--- config.mk ---
export PLATFORM = sky130hd
export DESIGN_NAME = c17_bist_ctrl
export DESIGN_NICKNAME = d
export VERILOG_FILES = /design/src/rtl/c17_bist_ctrl.sv
export SDC_FILE = /design/constraint.sdc
export NUM_CORES = 1
export LEC_CHECK = 0
export CAP_MARGIN = 20
export CORE_MARGIN = 5
export CORE_UTILIZATION = 45
export DETAILED_ROUTE_END_ITERATION = 8
export PLACE_DENSITY = 0.8
export SLEW_MARGIN = 20
export SYNTH_ARGS = -nofsm -noshare
export SYNTH_HDL_FRONTEND = slang
export SYNTH_SLANG_ARGS = --single-unit
--- constraint.sdc ---
create_clock -name clk -period 1.8 [get_ports clk]
set_input_delay 0.36 -clock clk [delete_from_list [all_inputs] [get_ports clk]]
set_output_delay 0.36 -clock clk [all_outputs]
set_load 0.1 [all_outputs]
--- src/rtl/c17_bist_ctrl.sv ---
// rtl/c17_bist_ctrl.sv - BIST controller: pattern launch, MISR compaction and golden compare for c17
// Build option: C17_BIST_EXHAUSTIVE_EN swaps the LFSR for a 5-bit binary up-counter starting at 0.
module c17_bist_ctrl #(
    parameter int         NUM_PATTERNS = 31,
    parameter logic [4:0] LFSR_SEED    = 5'h1F
) (
    input  logic        clk,
    input  logic        rst_n,
    input  logic        start,
    input  logic        abort,
    input  logic [15:0] golden_sig,
    input  logic [1:0]  dut_out,
    output logic [4:0]  dut_in,
    output logic        busy,
    output logic        done,
    output logic        pass,
    output logic [15:0] signature,
    output logic [5:0]  pattern_cnt
);

    typedef enum logic [1:0] {
        S_IDLE = 2'd0,
        S_RUN  = 2'd1,
        S_DONE = 2'd2
    } state_t;

    localparam logic [5:0] LAST_IDX = 6'(NUM_PATTERNS - 1);

`ifdef C17_BIST_EXHAUSTIVE_EN
    localparam logic [4:0] FIRST_PAT = 5'h00;
`else
    // An all-zero seed would lock the LFSR, so it is promoted to 1.
    localparam logic [4:0] FIRST_PAT = (LFSR_SEED == 5'h00) ? 5'h01 : LFSR_SEED;
`endif

    state_t      state_q, state_d;
    logic [4:0]  pat_q, pat_d;
    logic [15:0] sig_q, sig_d;
    logic [5:0]  cnt_q, cnt_d;
    logic        pass_q, pass_d;
    logic [15:0] sig_next;
    logic        last_pat;

    function automatic logic [4:0] next_pattern(input logic [4:0] q);
`ifdef C17_BIST_EXHAUSTIVE_EN
        return q + 5'd1;
`else
        return {q[3:0], q[4] ^ q[2]};
`endif
    endfunction

    function automatic logic [15:0] misr_step(input logic [15:0] s, input logic [1:0] d);
        return {s[14:0], 1'b0} ^ (s[15] ? 16'h1021 : 16'h0000) ^ {14'b0, d};
    endfunction

    assign sig_next = misr_step(sig_q, dut_out);
    assign last_pat = (cnt_q == LAST_IDX);

    always_ff @(posedge clk or negedge rst_n) begin
        if (!rst_n) begin
            state_q <= S_IDLE;
        end else begin
            state_q <= state_d;
        end
    end

    always_comb begin
        state_d = state_q;
        if (abort) begin
            state_d = S_IDLE;
        end else begin
            case (state_q)
                S_IDLE, S_DONE: if (start) state_d = S_RUN;
                S_RUN:          if (last_pat) state_d = S_DONE;
                default:        state_d = S_IDLE;
            endcase
        end
    end

    always_comb begin
        busy = (state_q == S_RUN);
        done = (state_q == S_DONE);
        pass = pass_q;
    end

    // Datapath: abort freezes signature and pattern but clears the verdict.
    always_comb begin
        pat_d  = pat_q;
        sig_d  = sig_q;
        cnt_d  = cnt_q;
        pass_d = pass_q;
        if (abort) begin
            pass_d = 1'b0;
        end else begin
            case (state_q)
                S_IDLE, S_DONE: begin
                    if (start) begin
                        pat_d  = FIRST_PAT;
                        sig_d  = 16'h0000;
                        cnt_d  = 6'd0;
                        pass_d = 1'b0;
                    end
                end
                S_RUN: begin
                    sig_d = sig_next;
                    if (last_pat) begin
                        pass_d = (sig_next == golden_sig);
                    end else begin
                        cnt_d = cnt_q + 6'd1;
                        pat_d = next_pattern(pat_q);
                    end
                end
                default: ;
            endcase
        end
    end

    always_ff @(posedge clk or negedge rst_n) begin
        if (!rst_n) begin
            pat_q  <= 5'h00;
            sig_q  <= 16'h0000;
            cnt_q  <= 6'd0;
            pass_q <= 1'b0;
        end else begin
            pat_q  <= pat_d;
            sig_q  <= sig_d;
            cnt_q  <= cnt_d;
            pass_q <= pass_d;
        end
    end

    assign dut_in      = pat_q;
    assign signature   = sig_q;
    assign pattern_cnt = cnt_q;

endmodule
# Word-level counts from Yosys, hierarchy flattened
# Cells that the tools add are included.
totals:
  out_inout_bits: 30
  reg_bits: 30
  in_bits: 22
  word_cells: 43
op_classes:
  n_addsub: 1
  eq_ne: 8
  reduce_logical: 8
  mux: 17
  n_bitwise: 4
op_table:
  columns: ["cell", "count"]
  rows:
  - ["$pmux W16 S2", 1]
  - ["$eq A16 B16 Y1", 1]
  - ["$mux W16", 1]
  - ["$xor A16 B13 Y16", 1]
  - ["$xor A16 B2 Y16", 1]
  - ["$mux W13", 1]
  - ["$mux W6", 2]
  - ["$pmux W6 S2", 1]
  - ["$mux W5", 2]
  - ["$pmux W5 S2", 1]
  - ["$add A6 B1 Y6 const B", 1]
  - ["$eq A6 B5 Y1 const B", 1]
  - ["$mux W2", 3]
  - ["$reduce_and A3 Y1", 2]
  - ["$ne A2 B2 Y1 const B", 2]
  - ["$pmux W2 S2", 1]
  - ["$reduce_and A4 Y1", 1]
  - ["$mux W1", 3]
  - ["$ne A3 B2 Y1 const B", 1]
  - ["$ne A3 B3 Y1 const B", 1]
  - ["$reduce_bool A3 Y1", 1]
  - ["$eq A2 B1 Y1 const B", 1]
  - ["$eq A2 B2 Y1 const B", 1]
  - ["$logic_not A2 Y1", 1]
  - ["6 further kinds", 6]

# Longest topological paths before layout
depth:
  ltp_word: 7
  ltp_mapped: 8
  ltp_nobuf: 7

# Least setup slack after synthesis
# Ideal clock, no wire load.
synth_timing:
  kind: "flip-flop to flip-flop"
  startpoint: "register cnt_q[1], in the netlist pattern_cnt[1]"
  endpoint: "register pat_q[2], in the netlist dut_in[2]"
  period_less_slack_ns: 2.204
  arrival_time_ns: 2.080
  slack_ns: -0.404
  n_path_buf: 1
  setup_time_ns: 0.123
  stages_incl_launch_ff: 8
  required_time_ns: 1.677
  cell_sequence: "dfrtp_1 -> ha_1 -> nand2_1 -> nor4_4 -> nor2_2 -> buf_6 -> nor2_1 -> a21oi_1"
synth_between:
  elab_chain_cells: 3
synth_rtl:
  columns: ["element", "line_no", "text"]
  rows:
  - ["start, declared", "39", "logic [5:0] cnt_q, cnt_d;"]
  - ["start signal, assigned", "127", "cnt_q <= cnt_d;"]
  - ["$eq A6 B5 Y1", "57", "assign last_pat = (cnt_q == LAST_IDX);"]
  - ["$ne A2 B2 Y1 (no line)", null, null]
  - ["$reduce_and A4 Y1 (no line)", null, null]
  - ["end signal, assigned", "125", "pat_q <= pat_d;"]
  - ["end, declared", "37", "logic [4:0] pat_q, pat_d;"]
# Every way passes these cells.
# A chain may end at the register's enable or synchronous reset.

# Worst setup path in the final report
layout_timing:
  startpoint: "input port dut_out[0]"
  endpoint: "register pass_q, in the netlist pass"
layout_between:
  elab_chain_cells: 5
layout_rtl:
  columns: ["element", "line_no", "text"]
  rows:
  - ["start, declared", "12", "input logic [1:0] dut_out,"]
  - ["$xor A16 B2 Y16", "53", "return {s[14:0], 1'b0} ^ (s[15] ? 16'h1021 : 16'h0000) ^ {14'b0, d};"]
  - ["$eq A16 B16 Y1", "107", "pass_d = (sig_next == golden_sig);"]
  - ["$mux W1", "106", "if (last_pat) begin"]
  - ["$pmux W1 S2", "95", "case (state_q)"]
  - ["$mux W1", "92", "if (abort) begin"]
  - ["end signal, assigned", "128", "pass_q <= pass_d;"]
  - ["end, declared", "40", "logic pass_q, pass_d;"]
# Every way passes these cells. The select of a mux whose other input is x is not followed.

==> flow_metrics.tcl <==
set metrics [dict create \
    total_power_mw 2.48 \
    ys_seq_area_frac 0.502 \
    maxCapViolCount 0 \
    relSlewSlack 0.683 \
    initial_core_util 0.455 \
    routedWlPerCell_um 19.3 \
    post-route-period-util 1.04 \
    crit_fanout 2 \
    synthTopCellsByArea "dfrtp_1, a22o_1, xor2_1" \
    num_io_pins 52 \
    period_minus_slack_ns 1.87 \
    core_area_sq_mm 0.00328 \
    cts-htree-levels 2 \
    antenna_cells 0 \
    end_kind "register" \
    place.detailed.hpwl_mm 3.43 \
    clk_latency_ns 0.35 \
    drtAntennaViolNets 0 \
    track_usage 0.208 \
    die_area_sq_mm 0.00458 \
    numCtsBuffers 5 \
    path_clk_slew_ns 0.12 \
    synth_edf_count 0 \
    yosys_warnings 0 \
    crit_required_ns 2.06 \
    synth_ff_type "dfrtp_1" \
    final_util 0.829 \
    layout.nets 234 \
    grt_pass1_wl_mm 6.92 \
    fp.dieW_um 67.6 \
    setup_viol 1 \
    worstSetupPathType "primary input to register" \
    clock_path_buffers 2 \
    synth.avg_cell_area_sq_um 11.2 \
    cts_sinks 30 \
    drt_pass1_iterations 4 \
    ys_ff_latch 30 \
    grt_max_degree 31 \
    status "finished, violations left" \
    slew_viol_final 0 \
    worst_slew_pin_slew_ns 0.470 \
    syn_to_final_growth_pct 82.0 \
    synth_nets 158 \
    startpoint_type "primary input" \
    synth_area_sq_mm 0.00150 \
    r2r_cells 5 \
    dpl_worst_slack_ns -0.360 \
    worstReg2RegEnd "pass" \
    antenna_found_initial 0 \
    finClkSkew_ns 0.0213 \
    ys_types 31 \
    p_leak_nw 1.15 \
    dpl.cell_count 241 \
    die_y_um 67.6 \
    first_global_vias 1422 \
    timing.fmax_mhz 534 \
    synth_top_area_frac 0.502 \
    globalplace.congestion 0.867 \
    worstHoldPathType "primary input to async pin" \
    cts-root-buf "clkbuf_4" \
    wirelength_mm 4.97 \
    stdcell_count 257 \
    r2r_start "signature[6]" \
    drt-initial-drc-count 134 \
    drive_gt1_frac 0.469 \
    std_cell_rows 21 \
    syn_inst 134 \
    overflow 0 \
    vdd_drop_max_mv 0.709 \
    r2r_setup_slack_ns -0.06 \
    critical_path_arrival_ns 2.14 \
    avgViaCountPerCell 5.53 \
    worst_slack_ns -0.0740 \
    failed_checks "setup timing" \
    synth_top_cell_by_area "dfrtp_1" \
    synthArstFlopShare 1.00 \
    powerDensity_mw_per_mm2 910 \
    port_buffers 51 \
    vias 1422 \
    hold_violations 0 \
    grt_setup_unrepaired "yes" \
    holdBufCountCts 0 \
    drc 0 \
    cts_tree "built" \
]
[logic make-up (layout without fill, tap and decap cells)]
| family | Yosys count | in the layout | share of synthesized area |
|---|---|---|---|
| AOI/OAI and AO/OA | 28 | 28 | 0.140 |
| xor gates and xnor gates | 25 | 25 | 0.146 |
| adders and majority gates | 2 | 2 | 0.0167 |
| buffers and inverters | 10 | 87 | 0.0368 |
| DFF | 30 | 30 | 0.502 |
| and+or+nand+nor | 39 | 39 | 0.158 |
[registers in the layout, indices dropped and copies added (netlist names)]
signal / cells
pass: 1
signature: 16
pattern_cnt: 6
dut_in: 5
state_q: 2
[placed cells by master, fill, tap and decap left out, drive strengths merged, types with 5 or more instances in the layout]
| cell | count |
|---|---|
| nor2 | 17 |
| clkbuf | 6 |
| nand2 | 5 |
| buf | 54 |
| a21oi | 5 |
| dfrtp | 30 |
| xor2 | 16 |
| a22o | 16 |
| nor4 | 5 |
| xnor2 | 9 |
| clkdlybuf4s50 | 21 |
[cells in the mapped netlist, types with 2 or more instances]
library cell  number
xnor2_1            9
ha_1               2
nor2_1            15
nor2_2             2
nor4_1             3
clkbuf_1           2
o21ai_0            3
buf_2              2
dfrtp_1           30
nor3_1             3
nand2_1            5
a21oi_1            5
xor2_1            16
buf_6              2
a22o_1            16
inv_1              4
[worst max-delay path by stage]
stage | from | to | slack [ns] | cells after the start
floorplan | signature[2] | pass | -0.07 | 5
global placement | golden_sig[3] | pass | -0.25 | 6
detailed placement | golden_sig[3] | pass | -0.36 | 6
CTS | dut_out[0] | pass | -0.04 | 6
global route | dut_out[0] | pass | -0.15 | 7
finish | dut_out[0] | pass | -0.07 | 7
[layout make-up]
class / count / area [sq um]
repair buffers: 75 / 1010
clock buffers: 6 / 51.3
clock inverters: 2 / 60.1
inverters: 4 / 17.5
multi-input cells: 94 / 724
flip-flops and latches: 30 / 803
fillers: 159 / 563
well taps: 46 / 57.6
[report_power, final]
| group | total [mW] | switching, mW | internal (mW) |
|---|---|---|---|
| sequential | 0.826 | 0.0873 | 0.739 |
| combinational | 0.930 | 0.571 | 0.360 |
| clock | 0.720 | 0.250 | 0.470 |
| total | 2.48 | 0.908 | 1.57 |
[metal layers]
metal  vias up  track usage  part of all wire
met2        68        0.378              0.54
met3        13       0.0433             0.043
met4         0        0.104             0.031
met1       717        0.225              0.38
li1        624            -                 -
met5         -            0                 0
[worst max-delay path, cell delays in order]
cell             delay, ns
clkdlybuf4s50_1       0.46
xor2_1                0.17
buf_4                 0.14
nor3_1                0.17
o2111ai_1             0.15
or4_4                 0.56
o21ai_2               0.13
[what timing repair did]
action / CTS / global route
setup endpoints to repair: 2 / 12
resized for setup: 1 / 10
pin swaps: 2 / 6
buffers inserted: 0 / 9
[through the flow]
step / setup TNS (ns) / hold slack, ns / instance area [sq um]
after floorplan: -0.0711 / 0.0644 / 1550
after global placement: -1.98 / 0.551 / 2500
after detailed placement: -3.24 / 0.575 / 2500
after CTS: -0.0367 / 0.408 / 2620
after global routing: -0.270 / 0.412 / 2720
final: -0.0740 / 0.378 / 2720
Note: power is estimated with default switching activity, not from simulation.
